### src/rtl/period_stats.sv
// period_stats
//   Downstream stage of the monitor period counter. It samples the counter's
//   held result once per monitor toggle and collects blocks of 2^LOG2N
//   half-period samples. For each block it reports the truncated average, the
//   minimum and the maximum, with a one-cycle valid strobe. An idle watchdog
//   raises stall when the monitor has not toggled for 2^WIDTH-1 cycles.
//
// Ports
//   clk_i      system clock, rising edge
//   rst_i      synchronous active-high reset
//   monitor_i  clk-synchronous monitor net (same net as the period counter)
//   count_i    counter's held half-period result, stable while strobe is high
//   avg_o      block average, truncated
//   min_o      smallest sample of the last block
//   max_o      largest sample of the last block
//   valid_o    one-cycle pulse when avg_o/min_o/max_o update
//   stall_o    level: monitor idle too long, statistics are stale
module period_stats #(
  parameter int WIDTH = 16,
  parameter int LOG2N = 3
) (
  input  logic             clk_i,
  input  logic             rst_i,
  input  logic             monitor_i,
  input  logic [WIDTH-1:0] count_i,
  output logic [WIDTH-1:0] avg_o,
  output logic [WIDTH-1:0] min_o,
  output logic [WIDTH-1:0] max_o,
  output logic             valid_o,
  output logic             stall_o
);

  localparam int ACC_W = WIDTH + LOG2N;

  localparam logic ST_DISCARD = 1'b0;
  localparam logic ST_ACC     = 1'b1;

  localparam logic [WIDTH-1:0] IDLE_MAX = {WIDTH{1'b1}};
  // One below terminal count: the edge leaving this value is where idle
  // would reach all ones, which is when stall must rise.
  localparam logic [WIDTH-1:0] IDLE_PRE = {{(WIDTH-1){1'b1}}, 1'b0};
  localparam logic [LOG2N-1:0] N_LAST   = {LOG2N{1'b1}};

  function automatic logic [WIDTH-1:0] smaller(input logic [WIDTH-1:0] a,
                                               input logic [WIDTH-1:0] b);
    return (a < b) ? a : b;
  endfunction

  function automatic logic [WIDTH-1:0] larger(input logic [WIDTH-1:0] a,
                                              input logic [WIDTH-1:0] b);
    return (a > b) ? a : b;
  endfunction

  logic             m1_q, m2_q;
  logic             state_q, state_d;
  logic [ACC_W-1:0] acc_q, acc_d;
  logic [WIDTH-1:0] minr_q, minr_d;
  logic [WIDTH-1:0] maxr_q, maxr_d;
  logic [LOG2N-1:0] n_q, n_d;
  logic [WIDTH-1:0] idle_q, idle_d;
  logic [WIDTH-1:0] avg_q, avg_d;
  logic [WIDTH-1:0] min_q, min_d;
  logic [WIDTH-1:0] max_q, max_d;
  logic             valid_q, valid_d;
  logic             stall_q, stall_d;

  logic             strobe;
  logic [ACC_W-1:0] sum;
  logic [WIDTH-1:0] min_new, max_new;

  // The counter updates count_i on the same edge that loads m1, so count_i
  // is already the finished half-period whenever strobe is high.
  assign strobe  = m1_q ^ m2_q;
  assign sum     = acc_q + ACC_W'(count_i);
  assign min_new = smaller(minr_q, count_i);
  assign max_new = larger(maxr_q, count_i);

  always_comb begin
    state_d = state_q;
    acc_d   = acc_q;
    minr_d  = minr_q;
    maxr_d  = maxr_q;
    n_d     = n_q;
    avg_d   = avg_q;
    min_d   = min_q;
    max_d   = max_q;
    valid_d = 1'b0;
    stall_d = stall_q;

    if (strobe)                 idle_d = '0;
    else if (idle_q != IDLE_MAX) idle_d = idle_q + 1'b1;
    else                        idle_d = idle_q;

    if (strobe) begin
      if (state_q == ST_DISCARD) begin
        // First toggle after reset or stall ends a partial period: drop it.
        state_d = ST_ACC;
        stall_d = 1'b0;
      end else if (n_q == N_LAST) begin
        avg_d   = sum[ACC_W-1:LOG2N];
        min_d   = min_new;
        max_d   = max_new;
        valid_d = 1'b1;
        acc_d   = '0;
        minr_d  = '1;
        maxr_d  = '0;
        n_d     = '0;
      end else begin
        acc_d   = sum;
        minr_d  = min_new;
        maxr_d  = max_new;
        n_d     = n_q + 1'b1;
      end
    end else if (idle_q == IDLE_PRE) begin
      // Watchdog expiry; a coincident strobe takes the branch above instead.
      stall_d = 1'b1;
      state_d = ST_DISCARD;
      acc_d   = '0;
      minr_d  = '1;
      maxr_d  = '0;
      n_d     = '0;
    end
  end

  always_ff @(posedge clk_i) begin
    if (rst_i) begin
      m1_q    <= 1'b0;
      m2_q    <= 1'b0;
      state_q <= ST_DISCARD;
      acc_q   <= '0;
      minr_q  <= '1;
      maxr_q  <= '0;
      n_q     <= '0;
      idle_q  <= '0;
      avg_q   <= '0;
      min_q   <= '0;
      max_q   <= '0;
      valid_q <= 1'b0;
      stall_q <= 1'b0;
    end else begin
      m1_q    <= monitor_i;
      m2_q    <= m1_q;
      state_q <= state_d;
      acc_q   <= acc_d;
      minr_q  <= minr_d;
      maxr_q  <= maxr_d;
      n_q     <= n_d;
      idle_q  <= idle_d;
      avg_q   <= avg_d;
      min_q   <= min_d;
      max_q   <= max_d;
      valid_q <= valid_d;
      stall_q <= stall_d;
    end
  end

  assign avg_o   = avg_q;
  assign min_o   = min_q;
  assign max_o   = max_q;
  assign valid_o = valid_q;
  assign stall_o = stall_q;

endmodule

### config.mk
export PLATFORM = sky130hd
export DESIGN_NAME = period_stats
export DESIGN_NICKNAME = d
export VERILOG_FILES = /design/src/rtl/period_stats.sv
export SDC_FILE = /design/constraint.sdc
export NUM_CORES = 1
export LEC_CHECK = 0
export CORE_MARGIN = 2
export CORE_UTILIZATION = 52
export CTS_CLUSTER_DIAMETER = 30
export DETAILED_ROUTE_END_ITERATION = 10
export PLACE_DENSITY = 0.84
export SKIP_LAST_GASP = 1
export SYNTH_ARGS = -nofsm -noshare
export SYNTH_HDL_FRONTEND = slang
export SYNTH_SLANG_ARGS = --single-unit
### constraint.sdc
create_clock -name clk_i -period 2.43 [get_ports clk_i]
set_clock_uncertainty 0.2 [all_clocks]
set_input_delay 0.3645 -clock clk_i [delete_from_list [all_inputs] [get_ports clk_i]]
set_output_delay 0.3645 -clock clk_i [all_outputs]
set_load 0.01 [all_outputs]
### Word level (Yosys, flattened, before mapping)

Cells that the tools add are included.

* register bits: 123
* latch bits: 0
* RAM bits: 0
* bits in read-only memories: 0
* output and inout port bits: 50
* logic and storage cells: 56
* memories kept: 0

* $add $sub $neg: 3
* multiply operators: 0
* div/mod/pow operators: 0
* $lt $le $gt $ge: 2
* eq/ne operators: 5
* shift operators: 0
* muxes and demuxes: 24
* bitwise logic cells: 3
* reduce and logical (&&, ||, !) cells: 6

Operator list (count)
* $mux W16: 10
* $mux W19: 4
* $add A19 B16 Y19: 1
* $add A16 B1 Y16 const B: 1
* $eq A16 B16 Y1 const B: 1
* $gt A16 B16 Y1: 1
* $lt A16 B16 Y1: 1
* $ne A16 B16 Y1 const B: 1
* $mux W3: 4
* $mux W1: 6
* $ne A2 B2 Y1 const B: 2
* $reduce_and A2 Y1: 2
* $add A3 B1 Y3 const B: 1
* $eq A3 B3 Y1 const B: 1
* $reduce_and A3 Y1: 1
* $reduce_or A3 Y1: 1
* $not A1 Y1: 2
* $reduce_bool A2 Y1: 1
* $reduce_or A2 Y1: 1
* $xor A1 B1 Y1: 1

### Longest topological paths before layout

* word-level depth: 5
* mapped depth: 10
* gate-level depth less buffers: 8

### Worst setup path after synthesis

Ideal clock, no wire load.

* path type: input-to-reg
* start point: input count_i[6]
* end point: register avg_q[12], in the netlist avg_o[12]
* setup time: 79 ps
* data arrival time: 2236 ps
* data required time: 2151 ps
* slack: -85 ps
* stages on the path: 7
* cell sequence: ha_1 a21o_1 a22oi_1 o21ai_2 a2111o_1 a2111o_1 o211ai_1

* word-level cells in the longest chain between the ends: 1

RTL lines
* start, declared: line 25 `input logic [WIDTH-1:0] count_i,`
* $add A19 B16 Y19: line 74 `assign sum = acc_q + ACC_W'(count_i);`
* end signal, assigned: line 149 `avg_q <= avg_d;`
* end, declared: line 61 `logic [WIDTH-1:0] avg_q, avg_d;`

No other way between the ends.
A chain may end at the register's enable or synchronous reset.

### Final worst setup path

* start point: register maxr_q[7]
* end point: register max_q[13], in the netlist max_o[13]

* word-level cells in the longest chain between the ends: 2

RTL lines
* start, declared: line 58 `logic [WIDTH-1:0] maxr_q, maxr_d;`
* start signal, assigned: line 146 `maxr_q <= maxr_d;`
* $gt A16 B16 Y1: line 51 `return (a > b) ? a : b;`
* $mux W16: line 51
* end signal, assigned: line 151 `max_q <= max_d;`
* end, declared: line 63 `logic [WIDTH-1:0] max_q, max_d;`

No other way between the ends.

==> impl_metrics.tcl <==
set metrics [dict create \
    clock.fmax_ghz 0.400 \
    drtAntennaViolNets 0 \
    async_flop_share_pct 0 \
    grt_usage_pct 33.1 \
    critPathMaxStageDelay_ns 0.42 \
    r2r-start "maxr_q[7]" \
    area_growth_pct 42.4 \
    rows 40 \
    swShare_pct 25.7 \
    path_clk_slew_ns 0.06 \
    finalNetCount 980 \
    ios 69 \
    drv_cap 0 \
    crit_path_end_kind "register" \
    fillers 782 \
    cp.arrival_ns 2.62 \
    power.density_nw_per_um2 566 \
    worstSkewPairLatency_ns 0.42 \
    worstSetupStartpoint "maxr_q[7]" \
    clockRootBuffer "clkbuf_16" \
    synth_edf_count 0 \
    cts_made_buffers 17 \
    firstDrtPassIters 5 \
    grt_pass1_vias 6992 \
    drt_iter0_markers 672 \
    final_cell_mix "120 x dfxtp_1, 112 x buf_4, 56 x nor2_1" \
    p_leak_nw 3.67 \
    num_vias 7036 \
    seq_area_um2 2470 \
    route.detailed.vias_per_inst 6.46 \
    crit_chain "ha_1 > buf_4 > a21oi_1 > o21ai_0 > nand2_1 > and4_4 > buf_6 > nor4_4 > a211oi_2" \
    fin_crit_ns 2.50 \
    grt_pass1_wl_mm 34.8 \
    routabilityCongestion 1.01 \
    cp_max_fo 12 \
    ys_ff_latch 123 \
    drc_errors 0 \
    diodes 0 \
    die_w_um 116 \
    synth_cell_types 52 \
    slew_headroom_pct 38.2 \
    synth_top_flop_cell "dfxtp_1" \
    slew_viol_final 0 \
    fp.dieArea_um2 13300 \
    syn_nets 814 \
    rsz0062_at_grt "yes" \
    tightestPinTransition_ns 0.920 \
    hp-class "in -> reg" \
    synth_cells 743 \
    seqPwrFrac_pct 40.2 \
    crit_type "reg -> reg" \
    port_buffers 68 \
    tns_ns -0.751 \
    violations "negative setup slack" \
    setup_ws_ns -0.0718 \
    finalCritPeriodShare_pct 103 \
    worstSetupStartpointType "register" \
    htree_levels 4 \
    netlist_area_um2 6470 \
    clockBufferDepth 2 \
    p_total_mw 5.22 \
    p_int_mw 3.88 \
    finalNonFillerCells 1089 \
    routed_wl_mm 21.8 \
    routedWlPerCell_um 20.0 \
    p_comb_share_pct 13.9 \
    whs_ns 0.106 \
    netlist_top_cells_area "dfxtp_1 38%, ha_1 9.9%, a211oi_1 4.4%" \
    required_ns 2.55 \
    cp_num_buf_inv 2 \
    cts_sinks 123 \
    vdd_drop_max_v 0.000455 \
    grt_max_degree 49 \
    yosysWarnings 0 \
    final_common_cell "dfxtp_1" \
    setup_violations 34 \
    core_um2 12100 \
    place_ws_ns -0.649 \
    fin_area_um2 9210 \
    path_delay_family "compound AO/OA/AOI/OAI gates" \
    place_inst 1045 \
    synth.largest_area_cell "dfxtp_1" \
    p_clk_share_pct 45.9 \
    start_util_pct 53.6 \
    seq_area_frac_synth_pct 38.1 \
    drive_above_1_share_pct 24.5 \
    cts_tree "built" \
    slowest_stage "dfxtp_1" \
    post-dp-hpwl_mm 14.0 \
    netlist.area_leader.share_pct 38.1 \
    hold_path.startpoint "rst_i" \
    hold_viol 0 \
    switchingPower_mw 1.34 \
    cts_hold_buf 0 \
    syn_avg_cell_area_um2 8.71 \
    die_height_um 116 \
    placed_area_um2 8100 \
    antenna_found_initial 0 \
    final_util_pct 76.4 \
    outcome "complete, but fails checks" \
    gr-total-overflow 0 \
    multi_input_area_um2 4190 \
]
cells by family (layout without fill, tap and decap cells):
| kind of cell | after synthesis | after routing | synth area share [%] |
|---|---|---|---|
| AO/OA/AOI/OAI | 233 | 234 | 24.8 |
| XOR/XNOR | 26 | 26 | 3.64 |
| adder cells (fa/ha/maj) | 52 | 52 | 10.2 |
| buffers and inverters | 69 | 246 | 4.24 |
| flip-flops | 123 | 123 | 38.1 |
| AND/OR/NAND/NOR | 240 | 240 | 19.1 |
area by class of cell:
class | count | area share (%)
multi-input cells | 552 | 45.5
inverters | 20 | 0.815
clock buffers | 24 | 5.34
flip-flops and latches | 123 | 26.8
repair buffers | 195 | 18.6
clock inverters | 7 | 0.706
well taps | 168 | 2.28
timing repair:
item,CTS,global route
gates cloned,2,0
resized for setup,69,34
setup endpoints to repair,81,79
buffers inserted,7,4
endpoints found under the hold margin,0,0
pin swaps,24,25
registers in the layout (all words and copies together), names as in the netlist, 3 cells and up:
name,count
n_q,3
idle_q,16
maxr_q,16
avg_o,16
acc_q,19
max_o,16
minr_q,16
min_o,16
worst paths after layout:
check	end	slack, ns	depth (start not counted)
max	max_o[13]	-0.07	9
min	n_q[2]	0.11	2
max reg2reg	max_o[13]	-0.07	9
min reg2reg	avg_o[4]	0.26	2
synth_stat cells (all sizes together), types with 5 or more instances:
library cell	n
a211oi	38
a21o	15
a21oi	37
a22o	7
a22oi	11
a31oi	20
and2	5
and3	11
and4	5
clkbuf	47
dfxtp	123
ha	51
inv	20
nand2	56
nand3	20
nand4	30
nor2	57
nor2b	7
nor4	37
o211ai	22
o21ai	46
o22a	16
xnor2	16
xor2	10
worst register-to-register path, stage by stage, from the launching register on:
cell	delay [ns]
dfxtp_1	0.42
ha_1	0.30
buf_4	0.15
a21oi_1	0.21
o21ai_0	0.19
nand2_1	0.15
and4_4	0.27
buf_6	0.17
nor4_4	0.07
a211oi_2	0.27
metal layers:
metal | track usage [%] | vias up | wire length [µm]
met3 | 7.27 | 116 | 1980
met2 | 55.6 | 445 | 10400
li1 | - | 3163 | -
met4 | 18.2 | 0 | 1080
met5 | 0 | - | 0
met1 | 39.4 | 3312 | 8350
power groups by stage:
stage	Clock (mW)	Combinational (mW)	Sequential, mW
CTS	2.41	0.654	2.09
detailed placement	0	0.614	2.13
floorplan	0	0.331	2.12
finish	2.40	0.726	2.10
global route	2.52	0.773	2.10
global placement	0	0.593	2.13
Note: power is estimated with default switching activity, not from simulation.
